File: config.mk
export PLATFORM = sky130hd
export DESIGN_NAME = alu_result_stage_flat
export DESIGN_NICKNAME = d
export VERILOG_FILES = /design/src/rtl/alu_result_stage_pkg.sv /design/src/rtl/alu_result_stage_if.sv /design/src/rtl/alu_result_stage_flag_gen.sv /design/src/rtl/alu_result_stage.sv /design/src/flat_wrapper.sv
export SDC_FILE = /design/constraint.sdc
export NUM_CORES = 1
export LEC_CHECK = 0
export CORE_MARGIN = 10
export CORE_UTILIZATION = 31
export DETAILED_ROUTE_END_ITERATION = 12
export GPL_ROUTABILITY_DRIVEN = 0
export SLEW_MARGIN = 20
export SYNTH_ARGS = -nofsm -noshare
export SYNTH_HDL_FRONTEND = slang
export SYNTH_SLANG_ARGS = --single-unit
File: constraint.sdc
create_clock -name clk -period 3.3 [get_ports clk]
set_input_delay 0.33 -clock clk [delete_from_list [all_inputs] [get_ports clk]]
set_output_delay 0.33 -clock clk [all_outputs]
set_load 0.01 [all_outputs]
File: src/rtl/alu_result_stage_pkg.sv
// Shared ALU definitions: datapath widths, op codes and the result-stage occupancy states.
package alu_result_stage_pkg;

    localparam int unsigned ALU_W   = 32;
    localparam int unsigned ALU_OPW = 4;

    typedef enum logic [ALU_OPW-1:0] {
        ALU_AND = 4'd0,
        ALU_OR  = 4'd1,
        ALU_NOR = 4'd2,
        ALU_ADD = 4'd3,
        ALU_SUB = 4'd4,
        ALU_SLT = 4'd5
    } alu_op_e;

    typedef enum logic [1:0] {
        ST_EMPTY = 2'd0,
        ST_ONE   = 2'd1,
        ST_TWO   = 2'd2
    } occ_state_e;

endpackage

File: src/rtl/alu_result_stage_if.sv
// Valid/ready result bus carrying an ALU result and the op code that produced it.
interface alu_result_stage_if #(
    parameter int unsigned W   = 32,
    parameter int unsigned OPW = 4
);
    logic           valid;
    logic           ready;
    logic [W-1:0]   res;
    logic [OPW-1:0] op;

    modport master (output valid, output res, output op, input ready);
    modport slave  (input valid, input res, input op, output ready);
endinterface

File: src/rtl/alu_result_stage_flag_gen.sv
// Zero/negative flag derivation for a result word.
module alu_flag_gen #(
    parameter int unsigned W = 32
) (
    input  logic [W-1:0] res,
    output logic         zero,
    output logic         neg
);
    assign zero = (res == '0);
    assign neg  = res[W-1];
endmodule

File: src/rtl/alu_result_stage.sv
// Registered ALU result stage: two-entry skid buffer with capture-time flags and an emit counter.
module alu_result_stage
    import alu_result_stage_pkg::*;
#(
    parameter int unsigned W   = ALU_W,
    parameter int unsigned OPW = ALU_OPW,
    parameter int unsigned CW  = 16
) (
    input  logic                    clk,
    input  logic                    rstn,
    input  logic                    flush,
    alu_result_stage_if.slave       in_bus,
    alu_result_stage_if.master      out_bus,
    output logic                    out_zero,
    output logic                    out_neg,
    output logic [CW-1:0]           out_cnt
);
    occ_state_e     state, state_nxt;
    logic           in_ready_q, out_valid_q;
    logic [W-1:0]   main_res, skid_res;
    logic [OPW-1:0] main_op, skid_op;
    logic           main_zero, main_neg, skid_zero, skid_neg;
    logic           cap_zero, cap_neg;
    logic           accept, emit;
    logic           load_main_in, load_main_skid, load_skid;

    alu_flag_gen #(.W(W)) u_flag_gen (
        .res  (in_bus.res),
        .zero (cap_zero),
        .neg  (cap_neg)
    );

    assign accept = in_bus.valid & in_ready_q;
    assign emit   = out_valid_q & out_bus.ready;

    always_ff @(posedge clk) begin
        if (!rstn) state <= ST_EMPTY;
        else       state <= state_nxt;
    end

    always_comb begin
        state_nxt      = state;
        load_main_in   = 1'b0;
        load_main_skid = 1'b0;
        load_skid      = 1'b0;
        unique case (state)
            ST_EMPTY: if (accept) begin
                state_nxt    = ST_ONE;
                load_main_in = 1'b1;
            end
            ST_ONE: begin
                if (accept && emit) begin
                    load_main_in = 1'b1;
                end else if (accept) begin
                    state_nxt = ST_TWO;
                    load_skid = 1'b1;
                end else if (emit) begin
                    state_nxt = ST_EMPTY;
                end
            end
            ST_TWO: if (emit) begin
                state_nxt      = ST_ONE;
                load_main_skid = 1'b1;
            end
            default: state_nxt = ST_EMPTY;
        endcase
        // Flush wins over any same-cycle capture; the emit itself is still counted below.
        if (flush) begin
            state_nxt      = ST_EMPTY;
            load_main_in   = 1'b0;
            load_main_skid = 1'b0;
            load_skid      = 1'b0;
        end
    end

    // Handshake outputs are registered from the next state so out_ready never reaches in_ready combinationally.
    always_ff @(posedge clk) begin
        if (!rstn) begin
            in_ready_q  <= 1'b0;
            out_valid_q <= 1'b0;
            out_cnt     <= '0;
        end else begin
            in_ready_q  <= (state_nxt != ST_TWO);
            out_valid_q <= (state_nxt != ST_EMPTY);
            out_cnt     <= out_cnt + CW'(emit);
        end
    end

    always_ff @(posedge clk) begin
        if (!rstn) begin
            main_res  <= '0;
            main_op   <= '0;
            main_zero <= 1'b0;
            main_neg  <= 1'b0;
            skid_res  <= '0;
            skid_op   <= '0;
            skid_zero <= 1'b0;
            skid_neg  <= 1'b0;
        end else begin
            if (load_main_in) begin
                main_res  <= in_bus.res;
                main_op   <= in_bus.op;
                main_zero <= cap_zero;
                main_neg  <= cap_neg;
            end else if (load_main_skid) begin
                main_res  <= skid_res;
                main_op   <= skid_op;
                main_zero <= skid_zero;
                main_neg  <= skid_neg;
            end
            if (load_skid) begin
                skid_res  <= in_bus.res;
                skid_op   <= in_bus.op;
                skid_zero <= cap_zero;
                skid_neg  <= cap_neg;
            end
        end
    end

    assign in_bus.ready  = in_ready_q;
    assign out_bus.valid = out_valid_q;
    assign out_bus.res   = main_res;
    assign out_bus.op    = main_op;
    assign out_zero      = main_zero;
    assign out_neg       = main_neg;
endmodule

File: src/flat_wrapper.sv
// flat-port wrapper written by rule: the top's interface ports become plain ports
module alu_result_stage_flat import alu_result_stage_pkg::*;
#(
    parameter int unsigned W   = ALU_W,
    parameter int unsigned OPW = ALU_OPW,
    parameter int unsigned CW  = 16
)
  (clk, rstn, flush, out_zero, out_neg, out_cnt, in_bus_valid, in_bus_res, in_bus_op, in_bus_ready, out_bus_valid, out_bus_res, out_bus_op, out_bus_ready);
  alu_result_stage_if #(.W(W), .OPW(OPW)) in_bus_i ();
  alu_result_stage_if #(.W(W), .OPW(OPW)) out_bus_i ();
  input  logic clk;
  input  logic rstn;
  input  logic flush;
  output logic out_zero;
  output logic out_neg;
  output logic [CW-1:0] out_cnt;
  input wire logic [$bits(in_bus_i.valid)-1:0] in_bus_valid;
  input wire logic [$bits(in_bus_i.res)-1:0] in_bus_res;
  input wire logic [$bits(in_bus_i.op)-1:0] in_bus_op;
  output wire logic [$bits(in_bus_i.ready)-1:0] in_bus_ready;
  output wire logic [$bits(out_bus_i.valid)-1:0] out_bus_valid;
  output wire logic [$bits(out_bus_i.res)-1:0] out_bus_res;
  output wire logic [$bits(out_bus_i.op)-1:0] out_bus_op;
  input wire logic [$bits(out_bus_i.ready)-1:0] out_bus_ready;
  assign in_bus_i.valid = in_bus_valid;
  assign in_bus_i.res = in_bus_res;
  assign in_bus_i.op = in_bus_op;
  assign in_bus_ready = in_bus_i.ready;
  assign out_bus_valid = out_bus_i.valid;
  assign out_bus_res = out_bus_i.res;
  assign out_bus_op = out_bus_i.op;
  assign out_bus_i.ready = out_bus_ready;
  alu_result_stage #(.W(W), .OPW(OPW), .CW(CW)) u_core (.clk(clk), .rstn(rstn), .flush(flush), .in_bus(in_bus_i), .out_bus(out_bus_i), .out_zero(out_zero), .out_neg(out_neg), .out_cnt(out_cnt));
endmodule
==> flow_summary.yaml, run 1 <==
clocking:
  clock-sinks: 94
  numCtsBuffers: 9
  htreeDepth: 3
  clk_latency_ns: 0.34
  hold_buffers: 0
  clockBufferDepth: 2
  post-cts-setup-buffers: 0
  cts_tree: "built"
  clk_pin_slew_worst_paths_ns: 0.06
  cts_resized: 0
  clock-root-buffer: "clkbuf_16"
logic_synthesis:
  yosys_register_bits: 94
  yosys.area.top_type: "dfxtp_1"
  synth_edf_count: 0
  syn_inst: 393
  synthArstFlopShare_pct: 0
  synth_nets: 436
  synth_cell_type_count: 33
  yosysTopAreaCellShare_pct: 47.41
  syn_area_per_cell_um2: 10.10
  syn_area_mm2: 0.003969
  seq_area_frac_synth_pct: 47.41
  ys_warn_count: 0
  yosys-top-cells-area: "dfxtp_1 47%, mux2i_1 9.1%, o2bb2ai_1 8.2%"
  synth_ff_type: "dfxtp_1"
sta:
  finalCritPeriodShare_pct: 61.32
  timing.hold.ws_ns: 0.4173
  fin_tns_setup_ns: 0
  skew_ns: 0.004401
  worst_slew_pin_slew_ns: 0.6548
  max_freq_ghz: 0.4942
  final-setup-viol-count: 0
  rsz0062_at_grt: "false"
  hold_viol_final: 0
  layout_setup_ws_ns: 1.276
  max-slew-margin-rel_pct: 56.35
  drv_slew: 0
  fin_crit_ns: 2.024
pwr:
  power_mw: 2.264
  p_leak_nw: 1.725
  p_per_area_mw_per_mm2: 433.2
  vdd_ir_drop_max_uv: 219.0
finish:
  insertedDiodeCount: 0
  final-instance-count-excl-fill: 655
  finalNetCount: 523
  drive_gt1_share_pct: 6.211
  area_growth_pct: 31.65
  final_cell_area_mm2: 0.005225
  final_util_pct: 41.57
floorplanning:
  initial_core_util_pct: 31.58
  ios: 97
  dieWidth_um: 133.2
  die_h_um: 133.2
  dieArea_mm2: 0.01773
  num_rows: 41
  core-area_mm2: 0.01257
route:
  drt-wirelength-per-cell_um: 15.57
  num_vias: 3086
  vias_per_cell: 4.711
  route.detailed.drc: 0
  routed_wl_mm: 10.20
  drtAntennaViolNets: 0
  first_iter_violations: 156
  dr.pass1.iters: 4
placed_design:
  pre_cts_ws_ns: 0.9316
  dpl_cell_area_mm2: 0.004961
  dp_cells: 641
  io_buffer_count: 96
  hpwl_mm: 7.103
grt:
  grt_usage_pct: 11.57
  grt_first_pass_wirelength_mm: 16.46
  grt_overflow: 0
  grt_pass1_vias: 3074
  antenna_found_initial: 0
  grt_start_max_net_pins: 56
run_status:
  run_status: "finished, final reports clean"
worst_setup_path:
  critPathCaptureType: "flop"
  worstPathMaxFanout: 6
  arrival_ns: 2.26
  start_kind: "input pin"
  cp.required_ns: 3.53
  crit_type: "in2reg"
hold_path:
  min_path_type: "in2reg"
flow_run:
  cap_violations: 0
area by class of cell:
cell class / instances / area [um^2]
fillers: 1235 / 7343
flip-flops and latches: 94 / 1882
multi-input cells: 272 / 1847
repair buffers: 102 / 1013
clock buffers: 9 / 225.2
well taps: 172 / 215.2
clock inverters: 5 / 38.79
inverters: 1 / 3.754
layout by cell type (no fill, tap or decap), types with 4 or more instances in the layout:
cell type         n
a21boi_1         30
nand3_1           8
a21boi_0          9
nand4_1           6
clkdlybuf4s50_1  95
clkbuf_16         9
and2_1           12
buf_4             5
mux2i_1          36
nand2_1          81
dfxtp_1          94
xor2_1            4
o2bb2ai_1        37
nor2_1            4
nor4_1            8
xnor2_1           8
clkinvlp_4        4
cell families after synthesis:
kind of cell,synth area share [%]
adders and majority gates,0.6304
buffers and inverters,6.242
DFF,47.41
and+or+nand+nor,16.39
xor gates and xnor gates,2.648
AOI/OAI and AO/OA,17.31
muxes,9.363
power breakdown:
group,internal (mW),switching [mW]
clock,0.503,0.430
combinational,0.0937,0.0854
sequential,1.14,0.00709
state kept, by name (all words and copies together) (netlist names):
register,count
u_core.out_bus.res,31
u_core.skid_res,31
u_core.out_cnt,16
u_core.out_bus.op,4
u_core.skid_op,4
u_core.state,2
u_core.in_bus.ready,1
u_core.out_bus.valid,1
u_core.out_neg,1
u_core.out_zero,1
u_core.skid_neg,1
u_core.skid_zero,1
critical path: stages:
cell and delay (ns):
clkdlybuf4s50_1 0.51, nand2_2 0.13, inv_1 0.12, ha_1 0.17, ha_1 0.21, nand2_1 0.10, nor2_1 0.24, nand4_1 0.15
xnor2_1 0.14, and2_1 0.15
routing by layer:
layer | wire (um) | global-route usage [%]
met1 | 4612 | 13.44
met2 | 4480 | 17.71
met3 | 1024 | 7.180
met4 | 78 | 2.539
met5 | 0 | 0
Yosys cell counts, types with 2 or more instances:
cell type / number
a21boi_1: 30
o21a_1: 3
nor4_1: 8
nand2b_1: 2
a21boi_0: 9
or3_1: 3
xor2_1: 4
nand2_2: 2
buf_6: 19
clkbuf_1: 6
mux2i_1: 36
a21oi_2: 3
xnor2_1: 8
nor2b_1: 3
ha_1: 2
nand2_1: 81
dfxtp_1: 94
and4_1: 2
nor2_1: 4
nand4_1: 6
o2bb2ai_1: 37
and2_1: 12
nand3_1: 8
o21ai_0: 2
worst paths after layout:
path | startpoint | end | slack [ns] | cells after the start
max | out_bus_ready | u_core.out_cnt[10]$_SDFF_PN0_ | 1.28 | 10
min | rstn | u_core.state[0]$_SDFF_PN0_ | 0.42 | 3
max reg2reg | u_core.out_bus.valid$_SDFF_PN0_ | u_core.out_cnt[10]$_SDFF_PN0_ | 1.39 | 9
min reg2reg | u_core.skid_res[26]$_SDFFE_PN0P_ | u_core.skid_res[26]$_SDFFE_PN0P_ | 0.45 | 2
Power figures use the tool's default switching activity.
==> run 2, diff against run 1 <==
- clock period: 3.3 -> 2.11 ns (I/O delays scaled with it)
==> flow_summary.yaml, run 2 (synthesis gave the netlist of run 1 again) <==
hold_path:
  min_path_type: "in2reg"
  hold_start: "rstn"
  holdPathStages: 3
clocking:
  clk_pin_slew_worst_paths_ns: 0.06
  cts_resized: 0
  clockBufferDepth: 2
  htreeDepth: 3
  cts_tree: "built"
  post-cts-setup-buffers: 0
  clk_latency_ns: 0.33
  hold_buffers: 0
  clock-root-buffer: "clkbuf_16"
  numCtsBuffers: 9
  clock-sinks: 94
worst_setup_path:
  max_stage_delay_ns: 0.52
  arrival_ns: 1.92
  crit_start: "out_bus_ready"
  crit_type: "in2reg"
  rrSetupSlack_ns: 0.43
  start_kind: "input pin"
  worstPathMaxFanout: 3
  worstReg2RegStart: "u_core.out_bus.valid$_SDFF_PN0_"
  cp_cell_sequence: "clkdlybuf4s50_1 -> nand2_2 -> inv_1 -> ha_1 -> ha_1 -> nand2_1 -> nor2_1 -> buf_4 -> nand2_1 -> xnor2_1 -> and2_1"
  r2r_cells: 10
  cp.required_ns: 2.34
  cp_slowest_cell: "clkdlybuf4s50_1"
  critPathCaptureType: "flop"
floorplanning:
  core-area_mm2: 0.01257
  dieArea_mm2: 0.01773
  initial_core_util_pct: 31.58
  die_h_um: 133.2
  ios: 97
  dieWidth_um: 133.2
  num_rows: 41
grt:
  antenna_found_initial: 0
  grt_usage_pct: 11.46
  grt_overflow: 0
  grt_start_max_net_pins: 39
  grt_pass1_vias: 3143
  grt_first_pass_wirelength_mm: 16.59
pwr:
  p_per_area_mw_per_mm2: 703.8
  vdd_ir_drop_max_uv: 425.5
  p_leak_nw: 1.831
sta:
  hold_viol_final: 0
  skew_ns: 0.006008
  max_freq_ghz: 0.5923
  worst_slew_pin_slew_ns: 0.5910
  fin_crit_ns: 1.688
  finalCritPeriodShare_pct: 80.01
  rsz0062_at_grt: "false"
  drv_slew: 0
  fin_tns_setup_ns: 0
  final-setup-viol-count: 0
  max-slew-margin-rel_pct: 60.24
finish:
  final_common_cell: "clkdlybuf4s50_1"
  insertedDiodeCount: 0
  drive_gt1_share_pct: 8.249
  area_growth_pct: 36.22
  finalNetCount: 535
  final-instance-count-excl-fill: 669
  final_cell_mix: "95 x clkdlybuf4s50_1, 94 x dfxtp_1, 81 x nand2_1, 37 x o2bb2ai_1, 36 x mux2i_1"
route:
  routed_wl_mm: 10.18
  dr.pass1.iters: 4
  drtAntennaViolNets: 0
  vias_per_cell: 4.646
  drt-wirelength-per-cell_um: 15.22
  first_iter_violations: 100
  num_vias: 3108
  route.detailed.drc: 0
placed_design:
  hpwl_mm: 7.219
  io_buffer_count: 96
  dp_cells: 653
flow_run:
  cap_violations: 0
run_status:
  run_status: "finished, final reports clean"
run 2: report_power, final:
part	internal [mW]	switching [mW]
Clock	1.07	0.640
Sequential	1.79	0.0111
Combinational	0.156	0.135
run 2: critical path: cells and delay by family:
| kind | cells | cell delay [ns] |
|---|---|---|
| simple gates | 5 | 0.49 |
| fa+ha+maj | 2 | 0.36 |
| xor+xnor | 1 | 0.11 |
| buf+inv | 3 | 0.73 |
run 2: per-stage QoR:
step	setup WS [ns]	hold slack (ns)	power [mW]	util (%)	cell area, um^2
after floorplan	0.3658	0.3348	1.987	-	3969
after global placement	0.09340	0.4394	2.134	40.49	5089
after detailed placement	0.09224	0.4442	2.137	40.49	5089
after CTS	0.4140	0.3185	3.857	43.02	5406
after global routing	0.2501	0.3364	3.934	43.02	5406
final	0.4218	0.3199	3.805	43.02	5406
run 2: final timing paths:
path                                      end
max             u_core.out_cnt[14]$_SDFF_PN0_
min                u_core.state[0]$_SDFF_PN0_
max reg2reg     u_core.out_cnt[14]$_SDFF_PN0_
min reg2reg  u_core.skid_res[26]$_SDFFE_PN0P_
run 2: cell type report:
type	instances	area, um^2
fill	1206	7162
multi-input combinational	272	1847
inverter	1	3.754
clock inverter	3	67.56
clock buffer	13	250.2
sequential	94	1882
tap	172	215.2
timing repair buffer	114	1141
run 2: routing by layer:
layer  routed length [um]  global-route usage (%)
met4                  130                   3.990
met3                  811                   4.774
met5                    0                       0
met1                 4655                   13.79
met2                 4584                   18.01
==> RTL edit, RTL diff (flow settings as in run 1) <==
Re-encode `occ_state_e` (3 states) as one-hot, 3 bits wide.
--- a/src/rtl/alu_result_stage_pkg.sv
+++ b/src/rtl/alu_result_stage_pkg.sv
@@ -13,10 +13,10 @@
         ALU_SLT = 4'd5
     } alu_op_e;
 
-    typedef enum logic [1:0] {
-        ST_EMPTY = 2'd0,
-        ST_ONE   = 2'd1,
-        ST_TWO   = 2'd2
+    typedef enum logic [2:0] {
+        ST_EMPTY = 3'b001,
+        ST_ONE   = 3'b010,
+        ST_TWO   = 3'b100
     } occ_state_e;
 
 endpackage
Function: no difference found for any inputs over 10 cycles, from zero or initial values and one cycle with rstn low; not proved beyond that.
==> RTL edit against run 1 <==
Wire length increased by 3.2%. Setup slack got worse by 160 ps. Cell area increased by 0.22%. Sequential share of layout area increased by 0.30 points. Critical path depth decreased by 5. Total power increased by 6.6%. Area after synthesis decreased by 3.6%. Register-to-register slack got worse by 160 ps. Sequential cell count increased by 1. Critical path type unchanged.
==> RTL edit: results (changes against run 1) <==
Commonest cells post-synth=dfxtp_1 (95), nand2_1 (81), a21oi_1 (42), inv_1 (38), a22oi_1 (36); P_clk=1.04 mW (+11%); dominant cells by area after synthesis=dfxtp_1 (50%), nand2_1 (7.9%), a22oi_1 (7.1%); post-DR wirelength/cell=14.82 um (-4.8%); # clk buffers=10 (+1); Final Power=2.414 mW (+6.6%); crit-path max FO=16 (+10); final-layout fill cell count=1188 (-3.8%); layout cell share with drive strength beyond 1=0.06273 (+0.0006188); Seq area share=0.3632 (+0.003049); sw frac=0.2287 (-0.002291); Comb power=0.191 mW (+7%); Routed met3 length=785 um (-23%); drt first-iter violations=242 (+55%); Synth-to-Final Area Change=36.90%; CP peak stage delay=770 ps (+260 ps); Via Count=3349 (+8.5%); footprint of the multi-input gates=1650 sq um (-11%); slowest CP cell=or4_1; Synth Register Bits=95 (+1.1%); hpwl dp=7564 um (+6.5%); CP Data Arrival Time=2440 ps (+180 ps); area post-placement=4938 sq um (-0.45%); largest net degree at the start of global routing=51 (-8.9%); total track usage=0.1227 (+0.007005); outcome=finished clean; PD cells=461.0 nW/um^2 (+6.4%); fin nets=580 (+11%); sequential fraction of the synthesis area=0.4972 (+0.02307); Hold/Removal Path Class=flip-flop to flip-flop; Non-clk invs=40 (+39); Clock Network Area Fraction=0.05687 (+0.006343); Synth Area in Compound Gates=0.2094 (+0.03628); met3 Use GR=0.03862 (-0.03319); skew final=5.565 ps (+1.164 ps); Static Leak=1.710 nW (-0.91%); Buffers excl. clock=103 (+0.98%)
==> RTL edit: cell types whose count changed in the layout (fill, tap and decap cells not counted), moves of 28 or more <==
cell / delta
o2bb2ai_1: -37
a22oi_1: +36
a21boi_1: -30
a21oi_1: +41
mux2i_1: -35
o21ai_0: +28
inv_1: +37
==> RTL edit: critical path, delay by kind of cell <==
family / cells / cell delay [ps]
buf+inv: 1 / 600
compound gates: 1 / 140
simple gates: 3 / 1380
==> RTL edit: path summary, 6_finish.rpt <==
kind | start | end | slack (ps) | cells after the start
max reg2reg | u_core.state[2] | u_core.skid_zero | 1230 | 4
max | in_bus_valid | u_core.skid_zero | 1110 | 5
min | u_core.out_bus.res[23] | u_core.out_bus.res[23] | 450 | 2
min reg2reg | u_core.out_bus.res[23] | u_core.out_bus.res[23] | 450 | 2
==> RTL edit: stage by stage <==
step / worst slack, ps / instances
finish: 1113 / 710
global route: 952.1 / 710
CTS: 1115 / 710
detailed placement: 765.5 / 694
global placement: 766.9 / 694
floorplan: 1511 / 447
